**src/rtl/vga_timing_if.sv**
```systemverilog
// Raster timing bundle from vga_timing (master) to the mixer and pixel layers (slave).
// frame_cnt exists only when VGA_TIMING_FRAME_CNT_EN is defined.
interface vga_timing_if;
    logic       pix_en;
    logic [9:0] x;
    logic [9:0] y;
    logic       active;
    logic       vga_hs;
    logic       vga_vs;
    logic       vga_blank_n;
    logic       vga_sync_n;
    logic       line_start;
    logic       frame_start;
`ifdef VGA_TIMING_FRAME_CNT_EN
    logic [7:0] frame_cnt;

    modport master (
        input  pix_en,
        output x, y, active, vga_hs, vga_vs, vga_blank_n, vga_sync_n,
               line_start, frame_start, frame_cnt
    );
    modport slave (
        output pix_en,
        input  x, y, active, vga_hs, vga_vs, vga_blank_n, vga_sync_n,
               line_start, frame_start, frame_cnt
    );
`else
    modport master (
        input  pix_en,
        output x, y, active, vga_hs, vga_vs, vga_blank_n, vga_sync_n,
               line_start, frame_start
    );
    modport slave (
        output pix_en,
        input  x, y, active, vga_hs, vga_vs, vga_blank_n, vga_sync_n,
               line_start, frame_start
    );
`endif
endinterface

```
**src/rtl/vga_timing.sv**
```systemverilog
// 640x480@60 VGA raster generator: registered x/y, active, syncs and line/frame pulses.
// Optional 8-bit frame counter enabled by defining VGA_TIMING_FRAME_CNT_EN.
module vga_timing #(
    parameter int H_ACTIVE = 640,
    parameter int H_FP     = 16,
    parameter int H_SYNC   = 96,
    parameter int H_BP     = 48,
    parameter int V_ACTIVE = 480,
    parameter int V_FP     = 10,
    parameter int V_SYNC   = 2,
    parameter int V_BP     = 33
) (
    input  logic         clk,
    input  logic         reset_n,
    vga_timing_if.master vt
);
    localparam int H_TOTAL = H_ACTIVE + H_FP + H_SYNC + H_BP;
    localparam int V_TOTAL = V_ACTIVE + V_FP + V_SYNC + V_BP;

    localparam logic [9:0] H_LAST = 10'(H_TOTAL - 1);
    localparam logic [9:0] V_LAST = 10'(V_TOTAL - 1);
    localparam logic [9:0] X_ACT  = 10'(H_ACTIVE);
    localparam logic [9:0] Y_ACT  = 10'(V_ACTIVE);
    localparam logic [9:0] HS_BEG = 10'(H_ACTIVE + H_FP);
    localparam logic [9:0] HS_END = 10'(H_ACTIVE + H_FP + H_SYNC);
    localparam logic [9:0] VS_BEG = 10'(V_ACTIVE + V_FP);
    localparam logic [9:0] VS_END = 10'(V_ACTIVE + V_FP + V_SYNC);

    // ST_IDLE: out of reset, the next enabled edge presents pixel (0,0) rather than (1,0).
    typedef enum logic {ST_IDLE, ST_RUN} state_t;

    state_t     r_state, w_state_nxt;
    logic [9:0] r_x, r_y;
    logic [9:0] w_x_nxt, w_y_nxt;
    logic       r_active, r_hs, r_vs, r_line_start, r_frame_start;
    logic       w_active_nxt, w_hs_nxt, w_vs_nxt, w_line_nxt, w_frame_nxt;

    always_ff @(posedge clk or negedge reset_n) begin
        // NOTE: non-blocking assignments on every flop so all registers sample pre-edge values.
        if (!reset_n) r_state <= ST_IDLE;
        else          r_state <= w_state_nxt;
    end

    always_comb begin
        // NOTE: defaults first so every path assigns every signal and no latch is inferred.
        w_state_nxt = r_state;
        w_x_nxt     = r_x;
        w_y_nxt     = r_y;
        if (vt.pix_en) begin
            w_state_nxt = ST_RUN;
            if (r_state == ST_IDLE) begin
                w_x_nxt = '0;
                w_y_nxt = '0;
            end else if (r_x == H_LAST) begin
                w_x_nxt = '0;
                w_y_nxt = (r_y == V_LAST) ? 10'd0 : r_y + 10'd1;
            end else begin
                w_x_nxt = r_x + 10'd1;
            end
        end
    end

    // Decode the upcoming pixel so every output flop loads on the same edge as x/y.
    always_comb begin
        w_active_nxt = (w_x_nxt < X_ACT) && (w_y_nxt < Y_ACT);
        w_hs_nxt     = !((w_x_nxt >= HS_BEG) && (w_x_nxt < HS_END));
        w_vs_nxt     = !((w_y_nxt >= VS_BEG) && (w_y_nxt < VS_END));
        w_line_nxt   = (w_x_nxt == 10'd0);
        w_frame_nxt  = (w_x_nxt == 10'd0) && (w_y_nxt == 10'd0);
    end

    always_ff @(posedge clk or negedge reset_n) begin
        if (!reset_n) begin
            r_x           <= '0;
            r_y           <= '0;
            r_active      <= 1'b0;
            r_hs          <= 1'b1;
            r_vs          <= 1'b1;
            r_line_start  <= 1'b0;
            r_frame_start <= 1'b0;
        end else if (vt.pix_en) begin
            r_x           <= w_x_nxt;
            r_y           <= w_y_nxt;
            r_active      <= w_active_nxt;
            r_hs          <= w_hs_nxt;
            r_vs          <= w_vs_nxt;
            r_line_start  <= w_line_nxt;
            r_frame_start <= w_frame_nxt;
        end
    end

`ifdef VGA_TIMING_FRAME_CNT_EN
    logic [7:0] r_frame_cnt;

    always_ff @(posedge clk or negedge reset_n) begin
        if (!reset_n)                      r_frame_cnt <= '0;
        else if (vt.pix_en && w_frame_nxt) r_frame_cnt <= r_frame_cnt + 8'd1;
    end

    assign vt.frame_cnt = r_frame_cnt;
`endif

    assign vt.x           = r_x;
    assign vt.y           = r_y;
    assign vt.active      = r_active;
    assign vt.vga_hs      = r_hs;
    assign vt.vga_vs      = r_vs;
    assign vt.vga_blank_n = r_active;
    assign vt.vga_sync_n  = 1'b0;
    assign vt.line_start  = r_line_start;
    assign vt.frame_start = r_frame_start;
endmodule
```
**src/flat_wrapper.sv**
```systemverilog
// flat-port wrapper written by rule: the top's interface ports become plain ports
module vga_timing_flat 
#(
    parameter int H_ACTIVE = 640,
    parameter int H_FP     = 16,
    parameter int H_SYNC   = 96,
    parameter int H_BP     = 48,
    parameter int V_ACTIVE = 480,
    parameter int V_FP     = 10,
    parameter int V_SYNC   = 2,
    parameter int V_BP     = 33
)
  (clk, reset_n, vt_pix_en, vt_x, vt_y, vt_active, vt_vga_hs, vt_vga_vs, vt_vga_blank_n, vt_vga_sync_n, vt_line_start, vt_frame_start);
  vga_timing_if vt_i ();
  input  logic clk;
  input  logic reset_n;
  input wire logic [$bits(vt_i.pix_en)-1:0] vt_pix_en;
  output wire logic [$bits(vt_i.x)-1:0] vt_x;
  output wire logic [$bits(vt_i.y)-1:0] vt_y;
  output wire logic [$bits(vt_i.active)-1:0] vt_active;
  output wire logic [$bits(vt_i.vga_hs)-1:0] vt_vga_hs;
  output wire logic [$bits(vt_i.vga_vs)-1:0] vt_vga_vs;
  output wire logic [$bits(vt_i.vga_blank_n)-1:0] vt_vga_blank_n;
  output wire logic [$bits(vt_i.vga_sync_n)-1:0] vt_vga_sync_n;
  output wire logic [$bits(vt_i.line_start)-1:0] vt_line_start;
  output wire logic [$bits(vt_i.frame_start)-1:0] vt_frame_start;
  assign vt_i.pix_en = vt_pix_en;
  assign vt_x = vt_i.x;
  assign vt_y = vt_i.y;
  assign vt_active = vt_i.active;
  assign vt_vga_hs = vt_i.vga_hs;
  assign vt_vga_vs = vt_i.vga_vs;
  assign vt_vga_blank_n = vt_i.vga_blank_n;
  assign vt_vga_sync_n = vt_i.vga_sync_n;
  assign vt_line_start = vt_i.line_start;
  assign vt_frame_start = vt_i.frame_start;
  vga_timing #(.H_ACTIVE(H_ACTIVE), .H_FP(H_FP), .H_SYNC(H_SYNC), .H_BP(H_BP), .V_ACTIVE(V_ACTIVE), .V_FP(V_FP), .V_SYNC(V_SYNC), .V_BP(V_BP)) u_core (.clk(clk), .reset_n(reset_n), .vt(vt_i));
endmodule
```
**config.mk**
```make
export PLATFORM = sky130hd
export DESIGN_NAME = vga_timing_flat
export DESIGN_NICKNAME = d
export VERILOG_FILES = /design/src/rtl/vga_timing_if.sv /design/src/rtl/vga_timing.sv /design/src/flat_wrapper.sv
export SDC_FILE = /design/constraint.sdc
export NUM_CORES = 1
export LEC_CHECK = 0
export ABC_AREA = 1
export CAP_MARGIN = 30
export CORE_UTILIZATION = 30
export DETAILED_ROUTE_END_ITERATION = 6
export GPL_ROUTABILITY_DRIVEN = 1
export PLACE_DENSITY = 0.51
export SLEW_MARGIN = 20
export SYNTH_ARGS = -nofsm -noshare
export SYNTH_HDL_FRONTEND = slang
export SYNTH_SLANG_ARGS = --single-unit
```
**constraint.sdc**
```tcl
create_clock -name clk -period 4.8 [get_ports clk]
set_input_delay 0.48 -clock clk [delete_from_list [all_inputs] [get_ports clk]]
set_output_delay 0.48 -clock clk [all_outputs]
set_load 0.05 [all_outputs]
```
* Word level (Yosys, flattened, before mapping)
Index checks and enable logic that the tools add are counted. W data, S select, Z words.
Word-level totals: bits in registers 26
Operators by class: add/subtract/negate cells 2, magnitude comparators 6, equality and inequality tests 2, muxes and demuxes 7, reductions and logical operators 8
Operators by type and width (number):
- $mux W10 | 7
- $add A10 B1 Y10 const B | 2
- $eq A10 B10 Y1 const B | 2
- $logic_not A10 Y1 | 2
- $lt A10 B10 Y1 const B | 2
- $lt A10 B9 Y1 const B | 2
- $ge A10 B10 Y1 const B | 1
- $ge A10 B9 Y1 const B | 1
- $logic_and A1 B1 Y1 | 4
- $logic_not A1 Y1 | 2

* Logic depth before layout (Yosys ltp)
depth after elaboration 8, gate-level depth with buffers 14

* Worst setup path before layout
Ideal clock, no wire load.
path type reg-to-reg, start reg u_core.r_x[0], in the netlist u_core.vt.x[0], end reg u_core.r_vs, in the netlist u_core.vt.vga_vs, library setup time 0.076 ns, arrival 1.997 ns, required time 4.724 ns, slack 2.727 ns, cell stages (with the launch flop) 13, path buffers 1, cell sequence dfrtp_1 -> ha_1 -> nand3_2 -> clkinv_1 -> nand3_2 -> buf_6 -> nor2_4 -> nand3_1 -> nand3_1 -> nor2b_1 -> nand2_1 -> nor2_1 -> nor2_1
On the way: longest elaborated chain between the ends 7, elaborated cells on any way between the ends 8
RTL lines:
- start: declaration | line vga_timing.sv:33 | logic [9:0] r_x, r_y;
- start signal: assignment | line vga_timing.sv:82 | r_x <= w_x_nxt;
- $eq A10 B10 Y1 (*) | line vga_timing.sv:54 | end else if (r_x == H_LAST) begin
- $mux W10 (*) | line vga_timing.sv:54
- $mux W10 (*) | line vga_timing.sv:51 | if (r_state == ST_IDLE) begin
- $mux W10 (*) | line vga_timing.sv:49 | if (vt.pix_en) begin
- $ge A10 B9 Y1 or $lt A10 B9 Y1 (tied branches) | line vga_timing.sv:67 | w_vs_nxt = !((w_y_nxt >= VS_BEG) && (w_y_nxt < VS_END));
- $logic_and A1 B1 Y1 (*) | line vga_timing.sv:67
- $logic_not A1 Y1 (*) | line vga_timing.sv:67
- end signal: assignment | line vga_timing.sv:86 | r_vs <= w_vs_nxt;
- end: declaration | line vga_timing.sv:35 | logic r_active, r_hs, r_vs, r_line_start, r_frame_start;
Mark *: on every way between the ends. The rest lies on a longest branch, timed or not. A chain may end at the register's enable or synchronous reset.

* Final worst setup path
start in vt_pix_en, end reg u_core.r_frame_start, in the netlist u_core.vt.frame_start
On the way: longest elaborated chain between the ends 3, elaborated cells on any way between the ends 5
RTL lines:
- start: declaration | line flat_wrapper.sv:17 | input wire logic [$bits(vt_i.pix_en)-1:0] vt_pix_en;
- $mux W10 | line vga_timing.sv:49
- $logic_not A10 Y1 | line vga_timing.sv:69 | w_frame_nxt = (w_x_nxt == 10'd0) && (w_y_nxt == 10'd0);
- $logic_and A1 B1 Y1 | line vga_timing.sv:69
- end signal: assignment | line vga_timing.sv:88 | r_frame_start <= w_frame_nxt;
- end: declaration | line vga_timing.sv:35
Several ways; a longest one is shown, not always the timed one.

==> results by group <==
Run status
  • Status: completed

Setup path
  • Required time worst endpoint: 4.98 ns
  • Setup crit start kind: primary input
  • WP data arrival: 2.76 ns
  • CP Class: primary input to flop
  • Crit end category: flop
  • Worst-path fanout max: 19

Cells and area
  • Register Area: 653 sq um
  • Area of the multi-input gates: 891 sq um
  • Most common cell after layout, fill and taps aside: nand2_1
  • Area growth syn-to-layout: 23.9%
  • Fill cells: 585
  • Nets: 289
  • Most frequent cells in the layout: 87 x nand2_1, 34 x nor2_1, 31 x inv_1
  • Ratio of cells with drive above 1 in the final layout: 6.74%
  • Final core utilization: 38.4%
  • # diodes: 0

Clock network
  • Post-CTS sizing: 0
  • CTS Root Cell: clkbuf_8
  • CTS Buffer Depth: 2
  • Clock sinks: 26
  • Num CTS Buffers: 3
  • Clk_lat worst skew: 0.28 ns
  • Hold buffers post-CTS: 0
  • CTS tree: yes
  • H-Tree Depth: 1
  • Postcts setup bufs: 0
  • Clock Pin Slew Worst Setup and Hold Paths: 0.10 ns

Global route
  • Initial antenna violation count: 0
  • Number of global-route vias before repair: 1,534
  • Largest net degree at the start of global routing: 27
  • GR Util All Layers: 15.2%
  • Gr ovfl total: 0
  • First-pass GRT wire length: 7310 um

Detailed routing
  • DRT Pass-1 Iters: 4
  • Vias/cell: 4.53
  • DRC Markers: 0
  • DR vias: 1,603
  • Initial DRC count: 134
  • ANT nets after route: 0
  • Routed Wire Length: 4210 um
  • WL per Instance: 11.9 um

Timing
  • Final Setup Violations: 0
  • RSZ-0062 raised after global routing: no
  • Fmax: 0.387 GHz
  • Fin Setup TNS: 0 ns
  • Setup Skew: 0.00297 ns
  • Post-route minimum period: 2.58 ns
  • Max-slew headroom: 50.8%
  • Slew @ Worst Pin: 0.735 ns
  • Pins Over Slew Limit: 0
  • Endpoints failing hold: 0
  • Tcrit/Tclk final: 53.8%

Logic synthesis
  • Ys Warns: 0
  • Netlist Area Pre-Place: 1710 sq um
  • Mux cell area share after synthesis: 0%
  • Syn nets: 261
  • Xor and xnor area share after synthesis: 0.512%
  • Avg Cell Area, Syn: 6.70 sq um
  • Main combinational cell family by area after synthesis: simple AND/OR/NAND/NOR gates
  • Sequential element share of the synthesized area: 38.2%
  • Synth Area in Simple Gates: 44.3%
  • Asr flop ratio synth: 100%
  • Synth Area in Compound Gates: 4.90%
  • Post-Syn Instances: 255
  • Seq cells post-synth: 26
  • Synth cell types: 29
  • Synth Flop Type: dfrtp_1
  • Post-synthesis adder-cell area fraction: 2.20%
  • Number of synthesized flops with an enable pin: 0

Power and ir drop
  • Cell Pwr Density: 417 nW/um^2
  • Leakage: 1.06 nW
  • Worst IR Drop VDD: 0.208 mV

Die
  • Row cnt: 27
  • Die X: 77.5 um
  • Initial Utilization: 31.0%
  • Height of the die: 77.5 um
  • DIE AREA: 6000 sq um
  • Num ports: 30
  • Std-Cell Core Area: 5510 sq um

Worst hold path
  • Min-Delay Path Class: flop to flop

Placement
  • # port buffers: 28
  • Hpwl dp: 3210 um
  • Routability cong.: 0.814

Run
  • Max-cap violations: 0
worst max-delay path, cell delays in order:
cell and delay (ns):
clkdlybuf4s50_1 0.94, inv_1 0.48, o21bai_1 0.28, nand3_2 0.12, nand2_1 0.11, nor2_1 0.05
nand2_1 0.09, nor2_1 0.05, nand3_1 0.09, nand2_1 0.06
cells by family (layout without fill, tap and decap cells):
logic type | Yosys count | after routing
fa+ha+maj | 3 | 3
other cells | 1 | 1
flops | 26 | 26
compound gates | 14 | 14
buf+inv | 39 | 66
simple gates | 171 | 171
xor+xnor | 1 | 1
Yosys cell counts, types with 3 or more instances:
cell type / instances / area (sq um)
buf_4: 3 / 22.5
dfrtp_1: 24 / 601
ha_1: 3 / 37.5
inv_1: 31 / 116
nand2_1: 87 / 327
nand3_1: 27 / 135
nand3_2: 3 / 30.0
nand4_1: 5 / 31.3
nor2_1: 34 / 128
nor3_1: 4 / 20.0
o21ai_0: 4 / 20.0
o21ai_1: 3 / 15.0
o21bai_1: 4 / 30.0
per-layer routing:
layer,up-vias,global-route usage [%],wire length (um)
met3,4,2.12,165
met2,36,24.8,1880
met5,-,0,0
li1,846,-,-
met1,717,21.3,2120
met4,0,3.40,42
flip-flops by register name, indices dropped and copies added, names as in the netlist:
register,flops
u_core.vt.line_start,1
u_core.r_state,1
u_core.vt.frame_start,1
u_core.vt.vga_hs,1
u_core.vt.y,10
u_core.vt.x,10
u_core.vt.active,1
u_core.vt.vga_vs,1
through the flow:
step                      hold WS [ns]  cells  worst slack [ns]  cell area (sq um)  total power [mW]
final                            0.485    354              2.22               2120             0.883
after global routing             0.509    354              1.95               2120             0.940
after CTS                        0.489    354              2.18               2120             0.892
after detailed placement         0.465    350              1.88               2050             0.699
after global placement           0.467    350              1.87               2050             0.700
after floorplan                  0.184    255              2.73               1710             0.579
report_power, final:
part	switching [mW]	leakage (nW)	internal, mW	total [mW]
Clock	0.0790	0.0357	0.112	0.191
Sequential	0.0451	0.327	0.255	0.300
Combinational	0.268	0.697	0.124	0.392
cell type report:
cell class / instances / area share (%)
repair buffers: 29 / 13.6
inverters: 33 / 5.85
well taps: 72 / 4.26
multi-input cells: 190 / 42.1
clock inverters: 1 / 1.42
clock buffers: 3 / 1.95
flip-flops and latches: 26 / 30.9
final timing paths:
| kind | endpoint | slack [ns] | cells after the start | start |
|---|---|---|---|---|
| min in group asynchronous | u_core.vt.y[0] | 0.56 | 2 | reset_n |
| max reg2reg | u_core.vt.frame_start | 2.58 | 13 | u_core.vt.x[1] |
| min reg2reg | u_core.vt.vga_hs | 0.49 | 2 | u_core.vt.vga_hs |
| min | u_core.vt.vga_hs | 0.49 | 2 | u_core.vt.vga_hs |
| max | u_core.vt.frame_start | 2.22 | 10 | vt_pix_en |
| max in group asynchronous | u_core.vt.vga_vs | 3.93 | 2 | reset_n |
(Power assumes the default switching activity.)
